### config.mk
export PLATFORM = sky130hd
export DESIGN_NAME = aes_round_sequencer
export DESIGN_NICKNAME = d
export VERILOG_FILES = /design/src/rtl/aes_round_sequencer.sv
export SDC_FILE = /design/constraint.sdc
export NUM_CORES = 1
export LEC_CHECK = 0
export ABC_AREA = 0
export CAP_MARGIN = 20
export CORE_AREA = 3 3 357 359
export DETAILED_ROUTE_END_ITERATION = 10
export DIE_AREA = 0 0 360 362
export PLACE_DENSITY = 0.43
export SETUP_SLACK_MARGIN = 0.15
export SYNTH_ARGS = -nofsm -noshare
export SYNTH_HDL_FRONTEND = slang
export SYNTH_SLANG_ARGS = --single-unit
### constraint.sdc
create_clock -name clk -period 11.8 [get_ports clk]
set_input_delay 1.77 -clock clk [delete_from_list [all_inputs] [get_ports clk]]
set_output_delay 1.77 -clock clk [all_outputs]
set_load 0.05 [all_outputs]
### src/rtl/aes_round_sequencer.sv
// ---------------------------------------------------------------------------
// aes_round_sequencer
//
// Iterative AES-128 encryption controller. It owns the 128-bit state
// register, the round-key register, the round counter and the Rcon
// generator. It steps an external combinational round datapath and an
// external key-expansion step, one round per clock.
//
// Handshakes: a transfer happens on a rising clk edge where valid and
// ready are both high. The producer holds valid and data stable until that
// edge. ready never depends combinationally on valid.
//
// Ports
//   clk, rst      rising-edge clock, asynchronous active-high reset
//   in_valid      plaintext/key offered
//   in_ready      block accepted on in_valid & in_ready (IDLE only)
//   pt, key       plaintext and cipher key, sampled on acceptance
//   rnd_state     state register, drives the external round datapath
//   rk_cur        round key r-1, drives the external key expansion
//   rcon          Rcon byte for the round being computed (00 outside ROUND)
//   final_round   round == NR; the external datapath skips MixColumns
//   rk_next       round key r from the external key expansion
//   rnd_result    external round output
//   out_valid     ciphertext valid (DONE)
//   out_ready     consumer accepts the ciphertext
//   ct            ciphertext, equal to the state register
//   busy          high in ROUND or DONE
//
// All 128-bit buses use [0:127] ordering, so byte 0 is bits [0:7]
// (column-major, as in FIPS-197).
// ---------------------------------------------------------------------------
module aes_round_sequencer #(
  parameter int NR = 10  // legal range 2..10
) (
  input  logic         clk,
  input  logic         rst,
  input  logic         in_valid,
  output logic         in_ready,
  input  logic [0:127] pt,
  input  logic [0:127] key,
  output logic [0:127] rnd_state,
  output logic [0:127] rk_cur,
  output logic [7:0]   rcon,
  output logic         final_round,
  input  logic [0:127] rk_next,
  input  logic [0:127] rnd_result,
  output logic         out_valid,
  input  logic         out_ready,
  output logic [0:127] ct,
  output logic         busy
);

  typedef enum logic [1:0] {
    IDLE  = 2'd0,
    ROUND = 2'd1,
    DONE  = 2'd2
  } state_t;

  localparam logic [3:0] NR_L = 4'(NR);

  state_t       state;
  logic [0:127] state_reg;
  logic [0:127] rk_reg;
  logic [3:0]   round;

  // Rcon(r) for rounds 1..10. Other indices return 00.
  function automatic logic [7:0] rcon_of(input logic [3:0] r);
    logic [7:0] v;
    case (r)
      4'd1:    v = 8'h01;
      4'd2:    v = 8'h02;
      4'd3:    v = 8'h04;
      4'd4:    v = 8'h08;
      4'd5:    v = 8'h10;
      4'd6:    v = 8'h20;
      4'd7:    v = 8'h40;
      4'd8:    v = 8'h80;
      4'd9:    v = 8'h1b;
      4'd10:   v = 8'h36;
      default: v = 8'h00;
    endcase
    return v;
  endfunction

  assign rnd_state = state_reg;
  assign rk_cur    = rk_reg;
  assign ct        = state_reg;

  // Every control output is registered. Each one is loaded together with
  // the state transition that changes it, so it is valid in the same cycle
  // as the new state. No path runs from any input to in_ready, out_valid
  // or busy.
  always_ff @(posedge clk or posedge rst) begin
    if (rst) begin
      state       <= IDLE;
      state_reg   <= '0;
      rk_reg      <= '0;
      round       <= 4'd0;
      in_ready    <= 1'b0;
      out_valid   <= 1'b0;
      busy        <= 1'b0;
      final_round <= 1'b0;
      rcon        <= 8'h00;
    end else begin
      case (state)
        IDLE: begin
          // in_ready comes up on the first edge after reset release.
          // Afterwards it stays high until a block is accepted.
          in_ready <= 1'b1;
          if (in_valid && in_ready) begin
            state_reg   <= pt ^ key;   // initial AddRoundKey
            rk_reg      <= key;
            round       <= 4'd1;
            state       <= ROUND;
            in_ready    <= 1'b0;
            busy        <= 1'b1;
            rcon        <= rcon_of(4'd1);
            final_round <= (NR_L == 4'd1);
          end
        end

        ROUND: begin
          state_reg <= rnd_result;
          rk_reg    <= rk_next;
          if (round == NR_L) begin
            state       <= DONE;
            round       <= 4'd0;
            rcon        <= 8'h00;
            final_round <= 1'b0;
            out_valid   <= 1'b1;
          end else begin
            round       <= round + 4'd1;
            rcon        <= rcon_of(round + 4'd1);
            final_round <= ((round + 4'd1) == NR_L);
          end
        end

        DONE: begin
          // Leaving DONE raises in_ready one cycle later, so a block is
          // never reloaded in the same cycle the ciphertext is taken.
          if (out_ready) begin
            state     <= IDLE;
            out_valid <= 1'b0;
            busy      <= 1'b0;
            in_ready  <= 1'b1;
          end
        end

        default: begin
          state     <= IDLE;
          out_valid <= 1'b0;
          busy      <= 1'b0;
          in_ready  <= 1'b0;
        end
      endcase
    end
  end

endmodule

Word level (Yosys, flattened, before mapping). Memory sizes are Yosys's and may differ from the RTL's. Index checks and enable logic that the tools add are counted.

Shifts and indexed selects: 0. Mux-type cells: 25. Equality and inequality tests: 7. Bitwise operators: 3. Multipliers: 0. Add/sub/neg operators: 1. Order comparisons: 0. Divide/modulo/power cells: 0. Reductions and logical operators: 8.

Operator list (count): $pmux 128 s2 (2); $mux 128 (2); $xor 128x128->128 (1); $mux 8 (2); $pmux 8 s2 (1); $pmux 1 s3 (3); $reduce_and 3->1 (3); $eq 4x4->1 const B (2); $mux 4 (2); $pmux 4 s2 (1); $mux 1 (7); $mux 2 (3); $ne 2x2->1 const B (3); $pmux 2 s3 (1); $add 4x1->4 const B (1); $reduce_and 2->1 (2); $eq 2x1->1 const B (1); $eq 2x2->1 const B (1); $logic_not 2->1 (1); $not 1->1 (2); $pmux 1 s2 (1); $reduce_bool 2->1 (1); $logic_and 1x1->1 (1).

Logic and storage cells: 54. RAM bits: 0. Output and inout bits: 396. Input bits: 516. Memories: 1. ROM bits: 128. Register bits: 274. Bits in latches: 0.

Memory list: (no name shown) (words 16, width 8, read ports 1, clocked after Yosys merged registers in 0, write ports 0, line 69) `case (r)`.

Logic depth before layout (Yosys ltp). Gate-level depths: netlist (run 1).

Word-level depth: 4. Depth in mapped cells: 9. Mapped depth without buffers: 7.

Least setup slack after synthesis (run 1). No wires, ideal clock.

Kind: input port to flip-flop. Start point: in in_valid. End point: reg rcon[4]. Stages on the path: 6. Path slack: 8932 ps. Data required time: 11674 ps. Setup time: 126 ps. Arrival time: 2742 ps. Buffers on the path: 3. Cells stage by stage: a21oi_2 or2_1 buf_6 buf_6 buf_6 a221o_1.

Longest elaborated chain between the ends: 3.

RTL lines: from (decl) (line 37) `input logic in_valid,`; $logic_and 1x1->1 (line 110) `if (in_valid && in_ready) begin`; $ne 2x2->1 (no line); $reduce_and 2->1 (no line); to (signal assigned) (line 117) `rcon <= rcon_of(4'd1);`; to (signal assigned) (line 133) `rcon <= rcon_of(round + 4'd1);`; to (decl) (line 43) `output logic [7:0] rcon,`.

Every way passes these cells. A chain may end at the register's enable or synchronous reset.

Worst setup path in the final report (run 1).
Start point: in in_valid. End point: reg rk_reg (netlist bit rk_cur[77]).

Longest elaborated chain between the ends: 3.

RTL lines: $logic_and 1x1->1 (line 110); $ne 2x2->1 (no line); $reduce_and 2->1 (no line); to (signal assigned) (line 112) `rk_reg <= key;`; to (signal assigned) (line 124) `rk_reg <= rk_next;`; to (decl) (line 63) `logic [0:127] rk_reg;`.

Every way passes these cells.

==> results of run 1 <==
==> worst max path at each step <==
stage,endpoint,cells after the start,slack [ns],startpoint
after detailed placement,rk_cur[77],6,7.00,in_valid
after CTS,rk_cur[77],6,7.65,in_valid
after global placement,rk_cur[77],6,7.03,in_valid
final,rk_cur[77],6,7.59,in_valid
after floorplan,busy,1,2.48,rst
after global routing,rk_cur[77],7,7.39,in_valid
==> synthesized netlist by cell type (all sizes together) (2+ instances only) <==
cell type	instances
buf	192
a21oi	10
nand3	6
dfrtp	274
nand2	392
a31oi	128
xor2	129
a32o	2
o21ai	134
a22o	2
nor2	134
mux2i	2
clkbuf	53
inv	6
o22ai	129
a21o	2
ha	6
==> critical path: stages <==
cell and delay [ns]:
clkdlybuf4s50_1 0.51, a21oi_2 0.09, nor2_4 0.47, buf_4 0.66, buf_4 0.75, a31oi_1 0.17
==> through the flow <==
step	hold WS, ns	area [um2]	util (%)	total power [mW]
2_1_floorplan	0.5300	14080	-	5.467
3_3_place_gp	0.4604	23930	19.28	7.543
3_5_place_dp	0.4734	23930	19.28	7.540
4_1_cts	0.4992	25270	20.36	8.871
5_1_grt	0.5205	25280	20.36	9.136
6_report	0.4880	25280	20.36	8.706
==> layer usage <==
layer	share of wire, %	track usage, %
met5	0.0090	0
met3	8.1	4.442
met2	47	21.23
met1	42	16.31
met4	2.7	3.882
==> final cells by class <==
type	instances	area share, %
Sequential cell	274	27.13
Clock buffer	62	4.846
Inverter	7	0.1535
Multi-Input combinational cell	1086	22.64
Timing Repair Buffer	927	36.65
Tap cell	1637	8.104
Clock inverter	7	0.4356
Antenna cell	4	0.03960
==> report_power, final <==
part           switching, mW  total [mW]  leakage [nW]  internal (mW)
combinational           3.94        5.60          5.91           1.66
sequential             0.427        1.85          3.22           1.42
clock                  0.490        1.26         0.660          0.773
total                   4.86        8.71          9.78           3.85
==> kinds of logic (layout without fill, tap and decap cells) <==
group,after synthesis,after routing
simple gates,537,537
compound gates,411,411
flops,274,274
buf+inv,252,1003
xor+xnor,130,130
fa+ha+maj,6,6
mux,2,2
other cells,0,4
==> flow_summary.ini, run 1 <==
[run_status]
outcome = finished clean

[worst_setup_path]
rrSetupSlack_ns = 8.51
r2r_cells = 5
worstSetupEndpointType = flip-flop
arrival_ns = 4.61
critPathKind = in -> reg
start_kind = input pin
worstPathRequired_ns = 12.19
r2r_start = state[0]
r2r_end = ct[101]
crit_fanout = 80

[clock_tree]
holdBufCountCts = 0
clock-sinks = 274
cts_tree = yes
ctsLongestPathBuffers = 3
ctsResizeCount = 0
insertion_delay_ns = 0.58
htreeDepth = 2
postCtsSetupBuffers = 0
root_buffer = clkbuf_16
numCtsBuffers = 39
path_clk_slew_ns = 0.05

[floorplanning]
die_x_um = 360
design.core.area_mm2 = 0.1241
ioPinCount = 912
rows = 129
initial_core_util_pct = 11.35
die-area_mm2 = 0.1303
die_h_um = 362

[detailed_routing]
drt_iter0_drc = 809
drc = 0
vias = 14353
drtPass1Iterations = 5
drt-total-wl_mm = 88.91
routed_via_density = 3.585
wl_per_cell_um = 22.20
postRouteAntennaNets = 0

[yosys]
netlist_area_mm2 = 0.01408
async_reset_ff_share_pct = 100.0
synthCells = 1612
yosys-top-cells-area = dfrtp_1, nand2_1, xor2_1
synthAdderAreaFrac_pct = 0.5330
synth_area_leader_cell = dfrtp_1
yosysTopAreaCellShare_pct = 48.68
synth_cell_types = 34
synthXorXnorAreaFrac_pct = 8.137
synth_top_family_by_area = compound AO/OA/AOI/OAI gates
synth_sequential_area_ratio_pct = 48.68
synth-simple-area-share_pct = 14.48
synth_flop_cell = dfrtp_1
synth_edf_count = 0
ys_seq_elements = 274
muxShareOfSynthArea_pct = 0.1421
synth.avg_cell_area_um2 = 8.737
synth_fp_nets = 2134
synth_warnings = 0
synth_compound_area_share_pct = 17.18

[grt]
grt_pass1_vias = 14722
grt_pass1_wl_mm = 120.7
grt_usage_pct = 13.05
antenna_found_initial = 10
grt_max_degree = 154
grt_overflow = 0

[finish]
mostFrequentLayoutCells = clkdlybuf4s50_1, nand2_1, dfrtp_1
nNetsFinal = 2857
seq_area_mm2 = 0.006857
n_fill_cell = 13770
drive_above_1_share_pct = 3.555
multi_input_area_mm2 = 0.005723
syn2layout_area_growth_pct = 79.45
final_common_cell = clkdlybuf4s50_1
instances_no_fill = 4004

[sta]
slew_headroom_pct = 33.49
maxSlewViolCount = 0
rsz0062_at_grt = no
finalHoldViolCount = 0
tightest_slew_ns = 0.9977
period_minus_slack_ns = 4.215
setup_slack_ns = 7.585
setup_viol = 0
max_freq_ghz = 0.2373
fin_skew_ns = 0.01769
finalCritPeriodShare_pct = 35.72
fin_tns_setup_ns = 0

[place]
gp_congestion = 0.8196
dp_cells = 3931
pre_cts_slack_ns = 6.998
dp.final_hpwl_mm = 70.69
io_buffers = 911

[power_and_ir_drop]
p_per_area_mw_per_mm2 = 344.5
peakVddDrop_uv = 174.0
leakagePower_nw = 9.783

[min_path]
hold-path-endpoint = final_round
min_path_cells = 1
hold_path_startpoint = final_round
hold_path_class = reg -> reg

[run]
drv_cap = 0
(Power assumes the default switching activity.)
==> run 2, diff against run 1 <==
--- a/config.mk
+++ b/config.mk
@@ -7,10 +7,10 @@
 export LEC_CHECK = 0
 export ABC_AREA = 0
 export CAP_MARGIN = 20
-export CORE_AREA = 3 3 357 359
+export CORE_AREA = 3 3 356 358
 export DETAILED_ROUTE_END_ITERATION = 10
-export DIE_AREA = 0 0 360 362
-export PLACE_DENSITY = 0.43
+export DIE_AREA = 0 0 359 361
+export PLACE_DENSITY = 0.44
 export SETUP_SLACK_MARGIN = 0.15
 export SYNTH_ARGS = -nofsm -noshare
 export SYNTH_HDL_FRONTEND = slang
==> constraint.sdc (replaced) <==
create_clock -name clk -period 3.5 [get_ports clk]
set_input_delay 0.525 -clock clk [delete_from_list [all_inputs] [get_ports clk]]
set_output_delay 0.525 -clock clk [all_outputs]
set_load 0.05 [all_outputs]
==> flow_summary.ini, run 2 (same netlist as run 1, synthesis figures left out) <==
[run_status]
outcome = finished clean

[sta]
maxSlewViolCount = 0
setup_viol = 0
fin_skew_ns = 0.01366
period_minus_slack_ns = 2.609
slew_headroom_pct = 41.92
max_freq_ghz = 0.3834
finalHoldViolCount = 0
rsz0062_at_grt = no
finalCritPeriodShare_pct = 74.53
tightest_slew_ns = 0.8693

[floorplanning]
design.core.area_mm2 = 0.1236
rows = 129
initial_core_util_pct = 11.39
ioPinCount = 912
die-area_mm2 = 0.1296
die_x_um = 359
die_h_um = 361

[worst_setup_path]
worstSetupEndpointType = primary output
cpPeakStageDelay_ns = 0.92
endpoint = ct[127]
start_kind = flip-flop
rrSetupSlack_ns = 1.36
crit_family = buffers and inverters
worstPathCellList = clkdlybuf4s50_1
r2r_end = ct[103]
cpMaxStageDelayCell = clkdlybuf4s50_1
crit_cells = 1
worstPathRequired_ns = 2.97
arrival_ns = 2.08
worst-path-buf-inv = 1
critPathKind = reg -> out
r2r_cells = 5
crit_fanout = 4
crit_path_start = ct[127]
r2r_start = state[0]

[detailed_routing]
drt-total-wl_mm = 91.32
routed_via_density = 3.629
wl_per_cell_um = 22.60
postRouteAntennaNets = 0
drtPass1Iterations = 5
vias = 14663
drt_iter0_drc = 811
drc = 0

[grt]
grt_pass1_wl_mm = 124.1
grt_max_degree = 110
grt_overflow = 0
grt_pass1_vias = 15073
grt_usage_pct = 13.46
antenna_found_initial = 11

[clock_tree]
ctsLongestPathBuffers = 3
htreeDepth = 2
clock-sinks = 274
ctsResizeCount = 0
cts_tree = yes
insertion_delay_ns = 0.56
root_buffer = clkbuf_16
numCtsBuffers = 37
postCtsSetupBuffers = 0
holdBufCountCts = 0
path_clk_slew_ns = 0.06

[power_and_ir_drop]
power.total_mw = 29.22
p_per_area_mw_per_mm2 = 1143
leakagePower_nw = 9.949
peakVddDrop_uv = 634.3

[finish]
mostFrequentLayoutCells = clkdlybuf4s50_1, nand2_1, dfrtp_1
final_common_cell = clkdlybuf4s50_1
nNetsFinal = 2898
drive_above_1_share_pct = 4.875
syn2layout_area_growth_pct = 81.58
multi_input_area_mm2 = 0.005723
n_fill_cell = 13700
seq_area_mm2 = 0.006857
instances_no_fill = 4040
finish.instance_area_mm2 = 0.02557

[place]
dp_cells = 3974
dp.final_hpwl_mm = 75.20
dpl-instance-area_mm2 = 0.02444
io_buffers = 911
gp_congestion = 0.8748

[min_path]
hold_path_class = in -> async

[run]
drv_cap = 0
## run 2: layout make-up
class	count	share of cell area, %
Antenna cell	3	0.02935
Clock buffer	54	4.114
Clock inverter	9	0.3033
Inverter	7	0.1370
Multi-Input combinational cell	1086	22.38
Sequential cell	274	26.81
Tap cell	1637	8.009
Timing Repair Buffer	970	38.22
## run 2: stage by stage
stage	hold slack (ns)	setup TNS, ns	utilization, %	setup slack (ns)
4_1_cts	0.4489	0	20.68	0.7676
6_report	0.4870	0	20.69	0.8915
3_3_place_gp	0.4657	0	19.77	0.9540
3_5_place_dp	0.4839	0	19.77	0.9218
2_1_floorplan	0.5300	-177.66	-	-0.6484
5_1_grt	0.4772	0	20.68	0.7503
## run 2: report_power, final
group | switching (mW) | internal, mW
combinational | 13.3 | 5.90
clock | 1.54 | 2.15
sequential | 1.55 | 4.79
## run 2: worst min-delay path by stage
stage                startpoint          to  slack (ns)  cells past startpoint
floorplan              state[1]   out_valid        0.53                      1
global placement        rcon[3]     rcon[3]        0.47                      2
detailed placement      rcon[3]     rcon[3]        0.48                      2
CTS                 rk_next[43]  rk_cur[43]        0.45                      3
global route                rst      ct[13]        0.48                      2
finish                      rst      ct[13]        0.49                      2
## run 2: worst reg2reg max path, stage by stage (launching register included)
cell	delay [ns]
dfrtp_1	0.62
nor2b_4	0.50
buf_12	0.27
buf_12	0.27
o22ai_1	0.21
o21ai_0	0.19
## run 2: layer usage
| metal | vias up | part of all wire (%) | track usage [%] |
|---|---|---|---|
| li1 | 6883 | - | - |
| met1 | 7117 | 42 | 16.33 |
| met2 | 573 | 48 | 22.70 |
| met3 | 88 | 8.2 | 4.794 |
| met4 | 2 | 2.3 | 3.198 |
| met5 | - | 0.014 | 0 |
